`src/rtl/cipher_frame_ctrl.sv`:
```
`timescale 1ns/1ps
`default_nettype none
// ============================================================================
// Module      : cipher_frame_ctrl
// Description : Framed XOR stream cipher. A 4-bit LFSR produces the key
//               nibble. Each accepted byte is XORed with {key,key} and
//               presented through a single-entry output register with a
//               valid/ready handshake. An optional warm-up discards
//               keystream steps before the first byte. The frame length
//               is counted, and done pulses once the last byte has left.
//               Optional feature macro: CIPHER_KEY_OUT_EN adds key_out[3:0],
//               which holds the key used for the current out_data.
// Revision    : 1.0 - initial release
// ============================================================================
module cipher_frame_ctrl (
  input  logic       clk,
  input  logic       reset_n,
  input  logic       start,
  input  logic [3:0] seed,
  input  logic [3:0] warmup,
  input  logic [7:0] frame_len,
  input  logic       in_valid,
  input  logic [7:0] in_data,
  output logic       in_ready,
  output logic       out_valid,
  output logic [7:0] out_data,
  input  logic       out_ready,
  output logic       busy,
  output logic       done
`ifdef CIPHER_KEY_OUT_EN
  ,
  output logic [3:0] key_out
`endif
);

  typedef enum logic [1:0] {
    S_IDLE  = 2'd0,
    S_WARM  = 2'd1,
    S_RUN   = 2'd2,
    S_DRAIN = 2'd3
  } state_e;

  localparam logic [3:0] C_LFSR_RESET = 4'b0001;

  state_e      state_q;
  logic [3:0]  lfsr_q;
  logic [3:0]  lfsr_d;
  logic [3:0]  warm_cnt_q;
  logic [8:0]  bytes_left_q;
  logic        out_valid_q;
  logic [7:0]  out_data_q;
  logic        done_q;

  logic        in_hs;
  logic        out_hs;
  logic [3:0]  seed_eff;
  logic [8:0]  frame_len_eff;

  // Next keystream state: shift left, feed back bit0 ^ bit3.
  always_comb begin
    lfsr_d = {lfsr_q[2:0], lfsr_q[0] ^ lfsr_q[3]};
  end

  // The all-zero state would lock the LFSR, so a zero seed becomes 0001.
  assign seed_eff      = (seed == 4'd0) ? C_LFSR_RESET : seed;
  // A zero frame length encodes the maximum frame of 256 bytes.
  assign frame_len_eff = (frame_len == 8'd0) ? 9'd256 : {1'b0, frame_len};

  // Input is accepted only in RUN when the output slot is free or draining now.
  assign in_ready  = (state_q == S_RUN) && (!out_valid_q || out_ready);
  assign in_hs     = in_valid && in_ready;
  assign out_hs    = out_valid_q && out_ready;

  assign out_valid = out_valid_q;
  assign out_data  = out_data_q;
  assign busy      = (state_q != S_IDLE);
  assign done      = done_q;

  // Frame FSM together with the keystream, counters and output register.
  always_ff @(posedge clk or negedge reset_n) begin
    if (!reset_n) begin
      state_q      <= S_IDLE;
      lfsr_q       <= C_LFSR_RESET;
      warm_cnt_q   <= 4'd0;
      bytes_left_q <= 9'd0;
      out_valid_q  <= 1'b0;
      out_data_q   <= 8'd0;
      done_q       <= 1'b0;
    end else begin
      done_q <= 1'b0;

      // Output slot: a new byte wins over a drain, so a simultaneous
      // input and output handshake keeps out_valid high with no bubble.
      if (in_hs) begin
        out_data_q  <= in_data ^ {lfsr_q, lfsr_q};
        out_valid_q <= 1'b1;
      end else if (out_hs) begin
        out_valid_q <= 1'b0;
      end

      case (state_q)
        S_IDLE: begin
          if (start) begin
            lfsr_q       <= seed_eff;
            warm_cnt_q   <= warmup;
            bytes_left_q <= frame_len_eff;
            state_q      <= (warmup == 4'd0) ? S_RUN : S_WARM;
          end
        end
        S_WARM: begin
          lfsr_q     <= lfsr_d;
          warm_cnt_q <= warm_cnt_q - 4'd1;
          if (warm_cnt_q == 4'd1) begin
            state_q <= S_RUN;
          end
        end
        S_RUN: begin
          // The key only moves with a consumed byte.
          if (in_hs) begin
            lfsr_q       <= lfsr_d;
            bytes_left_q <= bytes_left_q - 9'd1;
            if (bytes_left_q == 9'd1) begin
              state_q <= S_DRAIN;
            end
          end
        end
        S_DRAIN: begin
          if (!out_valid_q || out_hs) begin
            state_q <= S_IDLE;
            done_q  <= 1'b1;
          end
        end
        default: begin
          state_q <= S_IDLE;
        end
      endcase
    end
  end

`ifdef CIPHER_KEY_OUT_EN
  logic [3:0] key_q;

  // Capture the key alongside out_data so it describes the byte on display.
  always_ff @(posedge clk or negedge reset_n) begin
    if (!reset_n) begin
      key_q <= 4'd0;
    end else if (in_hs) begin
      key_q <= lfsr_q;
    end
  end

  assign key_out = key_q;
`endif

endmodule
`default_nettype wire

```
`config.mk`:
```
export PLATFORM = sky130hd
export DESIGN_NAME = cipher_frame_ctrl
export DESIGN_NICKNAME = d
export VERILOG_FILES = /design/src/rtl/cipher_frame_ctrl.sv
export SDC_FILE = /design/constraint.sdc
export NUM_CORES = 1
export LEC_CHECK = 0
export ABC_AREA = 1
export CORE_MARGIN = 3
export CORE_UTILIZATION = 50
export CTS_CLUSTER_DIAMETER = 120
export CTS_CLUSTER_SIZE = 10
export DETAILED_ROUTE_END_ITERATION = 10
export PLACE_DENSITY = 0.9
export SYNTH_ARGS = -nofsm -noshare
export SYNTH_HDL_FRONTEND = slang
export SYNTH_SLANG_ARGS = --single-unit
```
`constraint.sdc`:
```
create_clock -name clk -period 2.05 [get_ports clk]
set_clock_uncertainty 0.15 [all_clocks]
set_input_delay 0.41 -clock clk [delete_from_list [all_inputs] [get_ports clk]]
set_output_delay 0.41 -clock clk [all_outputs]
set_load 0.05 [all_outputs]
```
== Word-level counts from Yosys, hierarchy flattened ==
Cells that the tools add are included.

* Bits of input ports: 29
* Word-level logic and storage cells: 61
* Bits in registers: 29
* Output and inout bits: 12

* Reductions and logical operators: 19
* Add/sub/neg operators: 2
* Bitwise logic cells: 2
* Eq/ne operators: 10
* Muxes and demuxes: 21

{| class="wikitable"
|+ Operator list
! kind !! number
|-
| 9-bit two-way mux || 3
|-
| 9-bit case mux with 2 select lines || 1
|-
| 4-bit two-way mux || 4
|-
| 2-bit two-way mux || 6
|-
| 4-bit case mux with 3 select lines || 1
|-
| 9-bit by 1-bit == test with 1-bit output (second input constant) || 1
|-
| 9-bit by 1-bit subtractor with 9-bit output (second input constant) || 1
|-
| 4-bit zero test || 2
|-
| 8-bit zero test || 1
|-
| 2-bit inequality test (second input constant) || 4
|-
| 2-bit case mux with 4 select lines || 1
|-
| 4-bit case mux with 2 select lines || 1
|-
| 2-bit nonzero test || 4
|-
| 8-bit XOR || 1
|-
| 3-bit AND reduction || 2
|-
| 5-bit AND reduction || 1
|-
| 2-bit == test (second input constant) || 2
|-
| 4-bit by 1-bit == test with 1-bit output (second input constant) || 1
|-
| 1-bit two-way mux || 4
|-
| 4-bit by 1-bit subtractor with 4-bit output (second input constant) || 1
|-
| 1-bit logical AND || 3
|-
| 3-bit nonzero test || 1
|-
| 2-bit by 1-bit == test with 1-bit output (second input constant) || 1
|-
| 2-bit zero test || 1
|-
| 5 further kinds || 6
|}

== Longest topological paths before layout ==
* Word-level depth: 6
* Depth in mapped cells: 9
* Gate-level depth less buffers: 9

== Worst setup path after synthesis ==
OpenSTA, ideal clock, no wires.

* Path type: reg-to-output
* Start point: reg state_q[0]
* End point: out in_ready
* Required time: 1490 ps
* Stages on the path, launching flop included: 6
* Setup slack: -173 ps
* Data arrival time: 1663 ps
* Buffers on the path: 1
* Path through: dfrtp_1 -> inv_1 -> ha_1 -> inv_1 -> buf_2 -> nor2_1

* Word-level cells in the longest chain between the ends: 2

{| class="wikitable"
|+ Ends and longest elaborated chain
! element !! RTL line !! text
|-
| start, declared || 45 || <nowiki>state_e state_q;</nowiki>
|-
| start signal, assigned || 107 || <nowiki>state_q <= (warmup == 4'd0) ? S_RUN : S_WARM;</nowiki>
|-
| 2-bit == test || 70 || <nowiki>assign in_ready = (state_q == S_RUN) && (!out_valid_q || out_ready);</nowiki>
|-
| 1-bit logical AND || 70 ||
|-
| end, declared || 24 || <nowiki>output logic in_ready,</nowiki>
|}

No other way between the ends.

== Worst setup path in the final report ==
* Start point: reg done_q (netlist: done)
* End point: out done

{| class="wikitable"
|+ RTL lines
! element !! RTL line !! text
|-
| start, declared || 52 || <nowiki>logic done_q;</nowiki>
|-
| start signal, assigned || 88 || <nowiki>done_q <= 1'b0;</nowiki>
|-
| start signal, assigned || 90 || <nowiki>done_q <= 1'b0;</nowiki>
|-
| start signal, assigned || 130 || <nowiki>done_q <= 1'b1;</nowiki>
|-
| end, declared || 29 || <nowiki>output logic done</nowiki>
|}

No word-level cell between the ends.

==> impl_metrics.json <==
{
  "path_class": "flop to primary output",
  "hold_viol_final": 0,
  "hp-class": "flop to flop",
  "slew_viol_final": 0,
  "tightest_slew_ps": 491,
  "crit_chain": "clkdlybuf4s50_1",
  "ys_types": 27,
  "die_w_um": 66.6,
  "ys_ff_latch": 29,
  "crit_buf_inv": 1,
  "die_h_um": 66.6,
  "clockRootBuffer": "clkbuf_8",
  "vias": 1771,
  "viasPerCell": 5.16,
  "tns_ps": 0,
  "antennaDiodeCount": 0,
  "synth-warning-count": 0,
  "p_per_area_mw_per_mm2": 1640,
  "hold_ws_ps": 336,
  "p_total_mw": 3.91,
  "dp_cells": 335,
  "cp_max_fo": 1,
  "grt_pass1_vias": 1678,
  "synth_edf_count": 0,
  "place_ws_ps": 75.3,
  "crit_cells": 1,
  "min_period_over_period_pct": 97.7,
  "p_leak_nw": 1.18,
  "dpl.hpwl_mm": 3.26,
  "synth_ff_type": "dfrtp_1",
  "rsz0062_at_grt": "no",
  "numCtsBuffers": 5,
  "fin_crit_ps": 2000,
  "port_buffers": 40,
  "cts_max_path_buffers": 2,
  "ios": 41,
  "slowest_stage": "clkdlybuf4s50_1",
  "hold_depth": 2,
  "synth_area_leaders": "dfrtp_1, nand2_1, o21ai_0",
  "ctsHoldBuffers": 0,
  "overflow": 0,
  "grt_max_degree": 30,
  "grt_use_total_pct": 21.2,
  "status": "finished clean",
  "setup-violations-final": 0,
  "rows": 21,
  "cp-start-kind": "flop",
  "insertion_delay_ps": 290,
  "cp.arrival_ps": 1440,
  "area_growth_pct": 29.7,
  "synth_top_area_share_pct": 38.2,
  "gp_congestion": 0.864,
  "ir_drop_uv": 757,
  "clk_pin_slew_ps": 70,
  "rr_worst_depth": 8,
  "wl_per_cell_um": 12.7,
  "end_kind": "primary output",
  "start_util_pct": 53.3,
  "cp_top_family": "buffers and inverters",
  "grt_pass1_wl_mm": 7.14,
  "ys_seq_area_share_pct": 39.6,
  "ant_nets": 0,
  "drt_iter0_markers": 135,
  "fmax_ghz": 0.499,
  "cts_tree": "built",
  "synth_cells": 251,
  "max-slew-margin-rel_pct": 67.2,
  "drive_gt1_share_pct": 10.4,
  "wirelength_mm": 4.35,
  "finalNonFillerCells": 343,
  "firstDrtPassIters": 4,
  "yosysTopAreaCell": "dfrtp_1",
  "coreArea_mm2": 0.00344,
  "async_reset_ff_share_pct": 100,
  "max-cap-violations": 0,
  "fin_nets": 335,
  "grt_antenna_before_repair": 0,
  "fillers": 278,
  "synth.cell_area_mm2": 0.00184,
  "avgSynthCellArea_um2": 7.31,
  "cts_sinks": 29,
  "post-route-drc-count": 0,
  "worst_slack_ps": 46.2,
  "syn_nets": 290,
  "ctsHtreeMaxLevel": 2,
  "max_stage_delay_ps": 800,
  "dieArea_mm2": 0.00443,
  "cts_resized": 0,
  "cp.required_ps": 1490,
  "cts_setup_buffers": 0
}
power by group:
| group | total (mW) | switching, mW | internal (mW) |
|---|---|---|---|
| Clock | 0.466 | 0.232 | 0.234 |
| Combinational | 2.32 | 1.47 | 0.849 |
| Sequential | 1.12 | 0.245 | 0.871 |
| Total | 3.91 | 1.95 | 1.95 |
layer usage:
layer  track usage, %  part of all wire, %
met1             23.6                   43
met2             38.9                   52
met3             4.72                  3.2
met4             7.61                  1.7
met5                0                    0
registers in the layout, indices dropped and copies added, names as in the netlist:
register / count
bytes_left_q: 9
done: 1
lfsr_q: 4
out_data: 8
out_valid: 1
state_q: 2
warm_cnt_q: 4
logic make-up (layout without fill, tap and decap cells):
| family | after synthesis | count (layout) | synth area share (%) |
|---|---|---|---|
| AND/OR/NAND/NOR | 120 | 120 | 27.5 |
| XOR/XNOR | 9 | 9 | 4.29 |
| buffers and inverters | 40 | 86 | 8.73 |
| flip-flops | 29 | 29 | 39.6 |
| AO/OA/AOI/OAI | 43 | 43 | 13.0 |
| adder cells (fa/ha/maj) | 10 | 10 | 6.82 |
layout make-up:
| class | instances | area, um2 | area share (%) |
|---|---|---|---|
| clock inverters | 3 | 17.5 | 0.736 |
| inverters | 34 | 128 | 5.36 |
| well taps | 46 | 57.6 | 2.42 |
| multi-input cells | 182 | 951 | 39.9 |
| flip-flops and latches | 29 | 728 | 30.6 |
| clock buffers | 5 | 68.8 | 2.89 |
| repair buffers | 44 | 430 | 18.1 |
path summary, 6_finish.rpt:
check / from / endpoint / slack [ps]
setup / recovery: done / done / 50
hold / removal: out_data[7] / out_data[7] / 340
setup reg to reg: state_q[0] / bytes_left_q[5] / 150
hold reg to reg: out_data[7] / out_data[7] / 340
max in group asynchronous: reset_n / lfsr_q[0] / 1070
min in group asynchronous: reset_n / bytes_left_q[8] / 360
synth_stat cells (3+ instances only):
master,number
o21ai_1,3
nand2_1,69
ha_1,10
nor2_1,24
xnor2_1,9
inv_1,34
dfrtp_1,28
nand3_1,18
a21oi_1,5
o21ai_0,29
stage by stage:
stage / area (um2) / util (%)
after CTS: 2380 / 69.1
after global placement: 2290 / 66.6
after floorplan: 1840 / -
final: 2380 / 69.2
after global routing: 2380 / 69.2
after detailed placement: 2290 / 66.6
cells in the final DEF, fill, tap and decap left out, types with 2 or more instances in the layout:
cell / netlist / final
dfrtp_1: 28 / 27
nor3_1: 2 / 2
buf_4: 0 / 12
a21oi_1: 5 / 5
buf_12: 0 / 2
clkbuf_8: 0 / 5
o21ai_1: 3 / 3
nand3_1: 18 / 18
nand2_1: 69 / 69
xnor2_1: 9 / 9
o21ai_0: 29 / 29
ha_1: 10 / 10
nand2_2: 2 / 2
nor2_1: 24 / 23
or2_2: 2 / 2
inv_1: 34 / 34
clkinv_2: 0 / 2
clkdlybuf4s50_1: 0 / 30
Power figures use the tool's default switching activity.
